[config.mk]
export PLATFORM = sky130hd
export DESIGN_NAME = frog_game_ctrl
export DESIGN_NICKNAME = d
export VERILOG_FILES = /design/src/rtl/frog_game_ctrl.sv
export SDC_FILE = /design/constraint.sdc
export NUM_CORES = 1
export LEC_CHECK = 0
export ABC_AREA = 1
export ABC_CLOCK_PERIOD_IN_PS = 2200
export BUFFER_PORTS_ARGS = -buffer_cell sky130_fd_sc_hd__buf_2
export CORE_ASPECT_RATIO = 1.1
export CORE_MARGIN = 1
export CORE_UTILIZATION = 56
export CTS_CLUSTER_DIAMETER = 60
export DETAILED_ROUTE_END_ITERATION = 10
export PLACE_DENSITY = 0.79
export SKIP_CTS_REPAIR_TIMING = 1
export SLEW_MARGIN = 20
export SYNTH_ARGS = -nofsm -noshare
export SYNTH_HDL_FRONTEND = slang
export SYNTH_SLANG_ARGS = --single-unit
[constraint.sdc]
create_clock -name clk -period 2.2 [get_ports clk]
set_clock_uncertainty 0.15 [all_clocks]
set_input_delay 0 -clock clk [delete_from_list [all_inputs] [get_ports clk]]
set_output_delay 0 -clock clk [all_outputs]
set_load 0.01 [all_outputs]
[src/rtl/frog_game_ctrl.sv]
// Game-state controller for frogger: lives, level, score, respawn and freeze control.
// Define GAME_CTRL_CONTINUE_EN to keep the current level when restarting from OVER.
module frog_game_ctrl #(
    parameter int LIVES_INIT   = 3,
    parameter int DEATH_FRAMES = 60,
    parameter int WIN_FRAMES   = 30,
    parameter int MAX_LEVEL    = 9
) (
    input  logic       clk,
    input  logic       rst_n,
    input  logic       frame_tick,
    input  logic       start,
    input  logic       death_collision,
    input  logic       win_collision,
    output logic       frog_respawn,
    output logic       freeze,
    output logic [1:0] lives,
    output logic [3:0] level,
    output logic [6:0] score,
    output logic       game_over,
    output logic [2:0] state
);

    typedef enum logic [2:0] {
        IDLE  = 3'd0,
        PLAY  = 3'd1,
        DYING = 3'd2,
        WIN   = 3'd3,
        OVER  = 3'd4
    } state_t;

    localparam logic [1:0] LIVES_RELOAD = 2'(LIVES_INIT);
    localparam logic [3:0] LEVEL_MAX    = 4'(MAX_LEVEL);
    localparam logic [6:0] SCORE_MAX    = 7'd99;
    // Exit happens on the tick that would complete the count, so compare against N-1.
    localparam logic [5:0] DEATH_LAST   = 6'(DEATH_FRAMES - 1);
    localparam logic [5:0] WIN_LAST     = 6'(WIN_FRAMES - 1);

    state_t     cur_state, nxt_state;
    logic [5:0] timer, timer_nxt;
    logic [1:0] lives_nxt;
    logic [3:0] level_nxt;
    logic [6:0] score_nxt;
    logic       freeze_nxt;
    logic       respawn_nxt;
    logic       game_over_nxt;

    assign state = cur_state;

    // NOTE: every variable gets a default before the case so no path leaves one unassigned (no latches).
    always_comb begin
        nxt_state     = cur_state;
        timer_nxt     = timer;
        lives_nxt     = lives;
        level_nxt     = level;
        score_nxt     = score;
        freeze_nxt    = freeze;
        respawn_nxt   = 1'b0;

        unique case (cur_state)
            IDLE: begin
                if (start) begin
                    nxt_state   = PLAY;
                    respawn_nxt = 1'b1;
                    freeze_nxt  = 1'b0;
                end
            end
            PLAY: begin
                if (death_collision) begin
                    nxt_state  = DYING;
                    lives_nxt  = lives - 2'd1;
                    freeze_nxt = 1'b1;
                end else if (win_collision) begin
                    nxt_state  = WIN;
                    freeze_nxt = 1'b1;
                    if (level != LEVEL_MAX) level_nxt = level + 4'd1;
                    if (score != SCORE_MAX) score_nxt = score + 7'd1;
                end
            end
            DYING: begin
                if (frame_tick) begin
                    if (timer == DEATH_LAST) begin
                        if (lives == 2'd0) begin
                            nxt_state = OVER;
                        end else begin
                            nxt_state   = PLAY;
                            respawn_nxt = 1'b1;
                            freeze_nxt  = 1'b0;
                        end
                    end else begin
                        timer_nxt = timer + 6'd1;
                    end
                end
            end
            WIN: begin
                if (frame_tick) begin
                    if (timer == WIN_LAST) begin
                        nxt_state   = PLAY;
                        respawn_nxt = 1'b1;
                        freeze_nxt  = 1'b0;
                    end else begin
                        timer_nxt = timer + 6'd1;
                    end
                end
            end
            OVER: begin
                if (start) begin
                    nxt_state   = PLAY;
                    respawn_nxt = 1'b1;
                    freeze_nxt  = 1'b0;
                    lives_nxt   = LIVES_RELOAD;
                    score_nxt   = 7'd0;
`ifdef GAME_CTRL_CONTINUE_EN
                    level_nxt   = level;
`else
                    level_nxt   = 4'd1;
`endif
                end
            end
            default: begin
                nxt_state  = IDLE;
                freeze_nxt = 1'b1;
            end
        endcase

        // Timer restarts on every state entry so a stale count never shortens the next phase.
        if (nxt_state != cur_state) timer_nxt = 6'd0;

        game_over_nxt = (nxt_state == OVER);
    end

    // NOTE: sequential state uses non-blocking assignments so all registers update from pre-edge values.
    always_ff @(posedge clk or negedge rst_n) begin
        if (!rst_n) begin
            cur_state    <= IDLE;
            timer        <= 6'd0;
            lives        <= LIVES_RELOAD;
            level        <= 4'd1;
            score        <= 7'd0;
            freeze       <= 1'b1;
            frog_respawn <= 1'b0;
            game_over    <= 1'b0;
        end else begin
            cur_state    <= nxt_state;
            timer        <= timer_nxt;
            lives        <= lives_nxt;
            level        <= level_nxt;
            score        <= score_nxt;
            freeze       <= freeze_nxt;
            frog_respawn <= respawn_nxt;
            game_over    <= game_over_nxt;
        end
    end

endmodule

Word level (Yosys, flattened, before mapping)

Cells that the tools add are included.

$add $sub $neg: 4
Eq/ne operators: 27
Muxes and demuxes: 44
Reduce and logical (&&, ||, !) cells: 10

Operator list:

| operator                                            | count |
|---|---|
| 2-to-1 mux 6 bit                                    | 5 |
| 2-to-1 mux 7 bit                                    | 4 |
| 2-to-1 mux 3 bit                                    | 8 |
| inequality test 2 bit, second input constant        | 11 |
| 2-to-1 mux 4 bit                                    | 4 |
| inequality test 3 bit, second input constant        | 5 |
| AND reduction 5 bit                                 | 3 |
| 2-to-1 mux 1 bit                                    | 14 |
| case mux 7 bit (2 select lines)                     | 1 |
| case mux 3 bit (4 select lines)                     | 1 |
| case mux 6 bit (2 select lines)                     | 1 |
| case mux 4 bit (2 select lines)                     | 1 |
| adder 7 x 1 -> 7 bit, second input constant         | 1 |
| inequality test 7 bit, second input constant        | 1 |
| AND reduction 7 bit                                 | 1 |
| adder 6 x 1 -> 6 bit, second input constant         | 1 |
| equality test 3 x 2 -> 1 bit, second input constant | 2 |
| equality test 3 bit, second input constant          | 2 |
| equality test 6 x 5 -> 1 bit, second input constant | 1 |
| equality test 6 bit, second input constant          | 1 |
| adder 4 x 1 -> 4 bit, second input constant         | 1 |
| 2-to-1 mux 2 bit                                    | 2 |
| inequality test 4 bit, second input constant        | 1 |
| case mux 1 bit (4 select lines)                     | 1 |
| 12 further kinds                                    | 12 |

Bits in registers: 25
Input bits: 6
Output and inout port bits: 19
Logic and storage cells: 93

Depth between registers and ports, before layout

Gate-level depths: netlist of run 1.

Depth after elaboration: 8
Mapped depth: 11

Worst setup path after synthesis of run 1

Ideal clock, no wire load.

Path kind: register to register
Start: register timer[0]
End: register timer[4]
Setup time: 0.119 ns
Data arrival time: 1.332 ns
Setup slack: 0.599 ns
Stages on the path, launching flop included: 11
Clock period less this slack: 1.601 ns
Cells stage by stage: dfrtp_1 > ha_1 > nand2_1 > nor2_1 > nor2_1 > nor2_1 > nand2_1 > nand2_1 > nand2_1 > nand2_2 > nor2_1

Word-level cells in the longest chain between the ends: 7

Ends and longest elaborated chain:

| item                                                                  | RTL line | RTL |
|---|---|---|
| start, declared                                                       | 40       | `logic [5:0] timer, timer_nxt;` |
| start signal, assigned                                                | 145      | `timer <= timer_nxt;` |
| equality test 6 x 5 -> 1 bit or equality test 6 bit (tied branches)   | 97, 82   |  |
| 2-to-1 mux 3 bit, on equally long branches                            | 97, 82   |  |
| 2-to-1 mux 3 bit, on equally long branches                            | 96, 81   |  |
| case mux 3 bit (4 select lines) (*)                                   | 60       | `unique case (cur_state)` |
| named net nxt_state[1]                                                | 39       | `state_t cur_state, nxt_state;` |
| inequality test 3 bit (*)                                             | 127      | `if (nxt_state != cur_state) timer_nxt = 6'd0;` |
| inequality test 3 bit (no line) or nonzero test 3 bit (tied branches) | -        |  |
| AND reduction 5 bit (no line)                                         | -        |  |

Mark *: on every way through the listed nets, which the timed path passes. The rest lies on a longest branch. The select of a mux whose other input is x is not followed.
A chain may end at the register's enable or synchronous reset.

Worst setup path after layout of run 1

Start: register timer[0]
End: register cur_state[2], in the netlist state[2]

Word-level cells in the longest chain between the ends: 4

Ends and longest elaborated chain:

| item                                                                | RTL line | RTL |
|---|---|---|
| equality test 6 x 5 -> 1 bit or equality test 6 bit (tied branches) | 97, 82   |  |
| 2-to-1 mux 3 bit, on equally long branches                          | 97, 82   |  |
| 2-to-1 mux 3 bit, on equally long branches                          | 96, 81   |  |
| case mux 3 bit (4 select lines) (*)                                 | 60       |  |
| named net nxt_state[2]                                              | 39       |  |
| end signal, assigned                                                | 144      | `cur_state <= nxt_state;` |
| end, declared                                                       | 39       |  |

Mark *: on every way through the listed nets, which the timed path passes. The rest lies on a longest branch.

==> flow_summary.ini, run 1 <==
[outcome]
status = complete, but fails checks
violations = negative hold slack

[clock_network]
cts_tree = yes
clockBufferDepth = 2
numCtsBuffers = 3
cts.sinks = 25
clkTransAtPathRegs_ps = 140
cts-htree-levels = 1
clk_latency_ps = 310
clockRootBuffer = clkbuf_4

[yosys]
ys_seq_area_share_pct = 39.5
synth_mux_area_share_pct = 0
ys_seq_elements = 25
syn_nets = 231
synth_fa_ha_area_share_pct = 4.71
synth_compound_area_share_pct = 7.69
synth_area_sq_um = 1600
synth_xor_xnor_area_share_pct = 3.84
syn_inst = 219
synthSimpleGateAreaFrac_pct = 36.4
synth_cell_types = 27
yosysWarnings = 0
synth_top_family_by_area = simple AND/OR/NAND/NOR gates
avgSynthCellArea_sq_um = 7.28

[power_and_ir_drop]
p_leak_nw = 0.989
peakVddDrop_uv = 756
p_clk_share_pct = 10.9
swShare_pct = 45.5
pwr_density_cell_nw_per_um2 = 1030
internal-power_mw = 1.03
seq_power_share_pct = 42.1
p_switching_uw = 858
p_comb_share_pct = 47.0

[timing]
hold-worst-slack_ps = -21.8
fmax_mhz = 498
worst_pin_slew_ps = 550
slew_viol_final = 0
totalNegativeSetupSlack_ps = 0
finalCriticalPeriod_ps = 2010
slew_headroom_pct = 63.3
layout_setup_ws_ps = 193
hold_viol_final = 1
rsz0062_at_grt = no
period_share_pct = 91.2
setup_violations = 0

[routing]
route.vias.total = 1403
wl_met2_mm = 1.44
wirelength_mm = 3.08
route.met3.wl_microns = 66
highest_layer = met4
wire_per_inst_microns = 10.9
viasPerCell = 4.98
dr.pass1.iters = 4
drt-initial-drc-count = 24
drt-met1-wl_mm = 1.55
ant_nets = 0
drc = 0

[die]
io_pins = 25
die_h_microns = 58.0
dieWidth_microns = 52.9
core_area_sq_um = 2590
die_area_sq_um = 3070
start_util_pct = 61.6
num_rows = 19

[place]
hpwl_mm = 2.34
pre_cts_ws_ps = 266
port_buffers = 24
gp_congestion = 0.809
dp.cells = 273

[setup_path]
worstSetupStartpointType = flip-flop
required_ps = 2300
end_kind = flip-flop
cp.arrival_ps = 2110
path_class = reg2reg
path_max_fanout = 5

[global_route]
grt_remaining_overflow = 0
grt_max_degree = 26
grt_pass1_vias = 1246
grt_pass1_wl_mm = 5.34
antenna_found_initial = 0
grt_usage_pct = 23.3

[final_layout]
fin_cells = 282
fill_cells = 235
n_antenna_cell = 0
ff_latch_area_sq_um = 631
area_growth_pct = 14.5
final_cell_mix = nand2_1 (61), nor2_1 (36), inv_1 (27)
nets = 264
layout_commonest_cell = nand2_1
drive_gt1_share_pct = 19.1
multi_input_area_sq_um = 840

[job]
maxCapViolations = 0

[min_path]
hold_path_class = in2reg
kinds of logic (layout without fill, tap and decap cells):
group | after synthesis | in the layout
buf+inv | 31 | 63
simple gates | 129 | 129
xor+xnor | 7 | 7
compound gates | 21 | 21
fa+ha+maj | 6 | 6
flops | 25 | 25
stage by stage:
stage                     power [mW]  util (%)  cell area [sq um]
after floorplan                 1.42         -               1600
after global placement          1.66      67.4               1750
after detailed placement        1.68      67.4               1750
after CTS                       1.90      68.6               1780
after global routing            2.08      70.5               1830
final                           1.88      70.5               1830
path summary, 6_finish.rpt:
path | startpoint | end | slack, ps | cells past startpoint
worst min register to register | freeze | freeze | 340 | 2
worst max register to register | timer[0] | state[2] | 190 | 6
max in group asynchronous | rst_n | freeze | 1490 | 2
worst max-delay path | timer[0] | state[2] | 190 | 6
min in group asynchronous | rst_n | timer[0] | 30 | 2
worst min-delay path | win_collision | state[0] | -20 | 5
layer usage:
layer | track usage, % | up-vias
li1 | - | 754
met1 | 32.3 | 631
met2 | 38.2 | 16
met3 | 2.62 | 2
met4 | 6.77 | 0
met5 | 0 | -
power groups by stage:
stage	Sequential, mW	Combinational [mW]	Clock, mW
6_report	0.793	0.886	0.206
5_1_grt	0.822	1.01	0.244
4_1_cts	0.792	0.888	0.218
3_5_place_dp	0.799	0.884	0
3_3_place_gp	0.797	0.868	0
2_1_floorplan	0.816	0.608	0
sequential cells by signal, summed over array words and instances, names as in the netlist:
signal / cells
score: 7
timer: 6
level: 4
state: 3
lives: 2
freeze: 1
frog_respawn: 1
game_over: 1
synthesized netlist by cell type:
cell,number,area (sq um)
inv_1,27,101
nand4_1,5,31.3
inv_2,1,3.75
o22ai_1,1,6.26
o21ai_2,2,17.5
nor2_2,1,6.26
nand2_4,3,33.8
nor2_4,2,22.5
nor2_1,36,135
nand3_1,14,70.1
nand2_1,61,229
nand2_2,2,12.5
buf_4,1,7.51
nor3_1,2,10.0
o21ai_1,5,25.0
o21a_1,1,7.51
xor2_1,7,61.3
a31oi_1,1,6.26
ha_1,6,75.1
a21boi_0,1,7.51
a21oi_1,2,10.0
inv_4,2,12.5
o21ai_0,7,35.0
o21bai_1,1,7.51
nand3_2,3,30.0
dfrtp_1,21,526
dfstp_2,4,105
critical path, cell delays in order (launching register included):
cell	delay, ps
dfrtp_1	460
ha_1	230
nand2_1	70
nor2_1	280
nand3_1	140
nand2_1	70
dlygate4sd3_1	540
cell type report:
type | instances | area share (%)
multi-input cells | 163 | 46.0
flip-flops and latches | 25 | 34.5
repair buffers | 29 | 9.32
inverters | 30 | 6.44
well taps | 31 | 2.12
clock buffers | 3 | 1.23
clock inverters | 1 | 0.411
(Power assumes the default switching activity.)
==> run 2: changes to the inputs <==
- ABC_CLOCK_PERIOD_IN_PS: 2200 -> unset
- BUFFER_PORTS_ARGS: -buffer_cell sky130_fd_sc_hd__buf_2 -> -buffer_cell sky130_fd_sc_hd__clkbuf_2
==> run 2 against run 1 <==
- global-route usage shrank 1.0 points
- flip-flop and latch count stayed put
- highest routed layer unchanged
- power grew 0.92%
- register-to-register slack is essentially flat
- setup slack worse by 7.4 ps
- maximum frequency decreased by 0.37%
- the flow now finishes without violations
==> flow_summary.ini, run 2 (synthesis gave the netlist of run 1 again) <==
[outcome]
status = completed

[clock_network]
cts.sinks = 25
cts-htree-levels = 1
clkTransAtPathRegs_ps = 150
clockRootBuffer = clkbuf_4
numCtsBuffers = 3
clk_latency_ps = 330
cts_tree = yes
clockBufferDepth = 2

[setup_path]
path_max_fanout = 5
cpMaxStageDelayCell = dlygate4sd3_1
cp.arrival_ps = 2150
path_class = reg2reg
rr_startpoint = timer[0]
end_kind = flip-flop
required_ps = 2330
reg2regPathDepth = 6
r2r_end = game_over
reg2reg_slack_ps = 190
worstSetupStartpointType = flip-flop
slowest_delay_ps = 540
critPathBufInv = 1
path_cells = ha_1 > nand2_1 > nor2_1 > nand3_1 > nand2_1 > dlygate4sd3_1
cp_top_family = simple AND/OR/NAND/NOR gates
path_common_cell = nand2_1

[routing]
route.vias.total = 1428
drc = 0
wirelength_mm = 3.04
drt-initial-drc-count = 36
wire_per_inst_microns = 10.8
dr.pass1.iters = 4
ant_nets = 0
viasPerCell = 5.05

[die]
start_util_pct = 61.6
core_area_sq_um = 2590
num_rows = 19
die_area_sq_um = 3070
die_h_microns = 58.0
io_pins = 25
dieWidth_microns = 52.9

[global_route]
grt_pass1_wl_mm = 5.05
antenna_found_initial = 0
grt_usage_pct = 22.2
grt_remaining_overflow = 0
grt_max_degree = 26
grt_pass1_vias = 1226

[timing]
totalNegativeSetupSlack_ps = 0
rsz0062_at_grt = no
slew_headroom_pct = 58.7
hold-worst-slack_ps = 41.2
setup_violations = 0
fmax_mhz = 496
finalCriticalPeriod_ps = 2010
slew_viol_final = 0
worst_pin_slew_ps = 619
hold_viol_final = 0
period_share_pct = 91.6

[place]
hpwl_mm = 2.32
gp_congestion = 0.805
port_buffers = 24

[job]
maxCapViolations = 0

[final_layout]
n_antenna_cell = 0
area_growth_pct = 15.2
nets = 265
largestRegisters = score x7, timer x6, level x4
largest_reg_flops = 7
final_cell_mix = nand2_1 (61), nor2_1 (36), inv_1 (27)
layout_commonest_cell = nand2_1
largest_register = score
drive_gt1_share_pct = 19.0

[power_and_ir_drop]
p_total_mw = 1.90
pwr_density_cell_nw_per_um2 = 1030
p_leak_nw = 0.993
peakVddDrop_uv = 890

[min_path]
hold_path_class = in2async
==> run 2: area by class of cell <==
type | count | area (sq um)
Clock buffer | 3 | 22.5
Clock inverter | 1 | 8.76
Fill cell | 232 | 753
Inverter | 30 | 118
Multi-Input combinational cell | 163 | 840
Sequential cell | 25 | 631
Tap cell | 31 | 38.8
Timing Repair Buffer | 30 | 180
==> run 2: worst max-delay path by stage <==
stage	start	endpoint	slack (ps)	depth (start not counted)
3_3_place_gp	timer[0]	timer[4]	320	10
5_1_grt	timer[0]	game_over	50	6
3_5_place_dp	timer[0]	timer[0]	320	10
6_report	timer[0]	game_over	190	6
4_1_cts	timer[0]	timer[0]	300	10
2_1_floorplan	timer[0]	timer[4]	600	10
==> run 2: per-stage QoR <==
step | setup slack (ps) | instance area (sq um) | cells | util (%)
CTS | 300 | 1780 | 277 | 68.6
finish | 186 | 1840 | 283 | 70.9
global route | 47.1 | 1840 | 283 | 70.9
global placement | 320 | 1750 | 273 | 67.4
floorplan | 599 | 1600 | 219 | -
detailed placement | 324 | 1750 | 273 | 67.4
==> run 2: routing by layer <==
layer	wire (microns)	global-route usage, %
met1	1460	29.4
met2	1450	36.5
met3	93	3.67
met4	40	7.89
met5	0	0
==> run 2: power by group <==
| part | internal, mW | switching [mW] |
|---|---|---|
| Sequential | 0.612 | 0.183 |
| Clock | 0.0742 | 0.153 |
| Combinational | 0.342 | 0.537 |
==> run 3: changes to the inputs <==
- CORE_UTILIZATION: 56 -> 30
- PLACE_DENSITY: 0.79 -> unset
==> run 3 against run 2 <==
- the flow now finishes with violations (negative hold slack)
- worst hold slack worse by 62 ps
- first-iteration DRC count rose to 3.2 times the previous value
- via count is 1.1% lower
- setup slack improved by 140 ps
- global-route usage decreased by 8.9 points
- critical path depth grew 4
- sequential power about the same
- wire length grew 11%
==> flow_summary.ini, run 3 (synthesis gave the netlist of run 1 again) <==
[routing]
dr.pass1.iters = 4
route.vias.total = 1412
drt-initial-drc-count = 115
drc = 0
viasPerCell = 4.60
wirelength_mm = 3.37
wire_per_inst_microns = 11.0
ant_nets = 0

[die]
die_h_microns = 78.5
num_rows = 27
start_util_pct = 31.5
core_area_sq_um = 5070
die_area_sq_um = 5610
io_pins = 25
dieWidth_microns = 71.5

[final_layout]
largest_register = score
utilization_pct = 36.6
final_cell_mix = nand2_1 (61), nor2_1 (36), inv_1 (27)
layout_commonest_cell = nand2_1
n_antenna_cell = 0
fill_cells = 540
largest_reg_flops = 7
design_area_sq_um = 1860
drive_gt1_share_pct = 18.9
nets = 262
largestRegisters = score x7, timer x6, level x4
area_growth_pct = 16.3
fin_cells = 307

[setup_path]
end_kind = flip-flop
rr_startpoint = timer[0]
cp.arrival_ps = 1900
worstSetupStartpointType = flip-flop
path_max_fanout = 6
required_ps = 2220
path_class = reg2reg
reg2regPathDepth = 10
startpoint = timer[0]

[min_path]
hold_depth = 5
hold_path_class = in2reg
hold_path.startpoint = frame_tick

[timing]
period_share_pct = 85.4
rsz0062_at_grt = no
hold_viol_final = 3
setup_violations = 0
finalCriticalPeriod_ps = 1880
slew_viol_final = 0
slew_headroom_pct = 55.8
totalNegativeSetupSlack_ps = 0
worst_pin_slew_ps = 663
hold-worst-slack_ps = -20.5
fmax_mhz = 532

[clock_network]
numCtsBuffers = 3
cts_tree = yes
clk_latency_ps = 270
cts-htree-levels = 1
cts.sinks = 25
clkTransAtPathRegs_ps = 90
clockBufferDepth = 2
clockRootBuffer = clkbuf_8

[job]
maxCapViolations = 0

[place]
place_area_sq_um = 1780
port_buffers = 24
dp.cells = 300
gp_congestion = 0.852
hpwl_mm = 2.51

[power_and_ir_drop]
p_total_mw = 1.95
p_leak_nw = 0.982
peakVddDrop_uv = 457
pwr_density_cell_nw_per_um2 = 1050

[global_route]
grt_remaining_overflow = 0
antenna_found_initial = 0
grt_pass1_vias = 1374
grt_usage_pct = 13.3
grt_pass1_wl_mm = 5.98
grt_max_degree = 26

[outcome]
status = complete, but fails checks
violations = negative hold slack
-- run 3: cell count changes in the layout (fill, tap and decap cells not counted), sizes merged --
| cell | change |
|---|---|
| clkbuf | +1 |
| dlygate4sd3 | -3 |
| inv | -1 |
-- run 3: worst paths after layout --
kind / end / slack, ps
worst max-delay path: timer[4] / 320
worst min-delay path: state[2] / -20
worst max register to register: timer[4] / 320
worst min register to register: freeze / 310
max in group asynchronous: state[0] / 1340
min in group asynchronous: score[0] / 130
-- run 3: critical path, cell delays in order (launching register included) --
cell	delay [ps]
dfrtp_1	440
ha_1	220
nand2_1	60
nor2_1	250
nor2_1	90
nor2_1	160
nand2_1	100
nand2_1	60
nand2_1	60
nand2_2	120
nor2_1	60
-- run 3: cell type report --
class	instances	area, sq um	area share (%)
multi-input cells	163	840	45.2
flip-flops and latches	25	631	34.0
repair buffers	27	150	8.09
inverters	30	118	6.34
well taps	58	72.6	3.91
clock buffers	4	45.0	2.43
-- run 3: per-stage QoR --
stage          setup slack [ps]  hold slack, ps
5_1_grt                     188            2.42
4_1_cts                     329            -382
6_report                    321           -20.5
2_1_floorplan               599            -446
3_3_place_gp                358           -89.8
3_5_place_dp                343           -81.8
-- run 3: where the power goes --
group / internal (mW) / switching, mW
logic: 0.341 / 0.538
registers: 0.613 / 0.179
clock network: 0.130 / 0.151
-- run 3: metal layers --
layer  vias to the layer above  GRT usage [%]  share of wire (%)
li1                        747              -                  -
met1                       628           17.1                 47
met2                        33           22.9                 48
met3                         4           2.31                4.1
met4                         0           3.92               0.95
met5                         -              0                  0
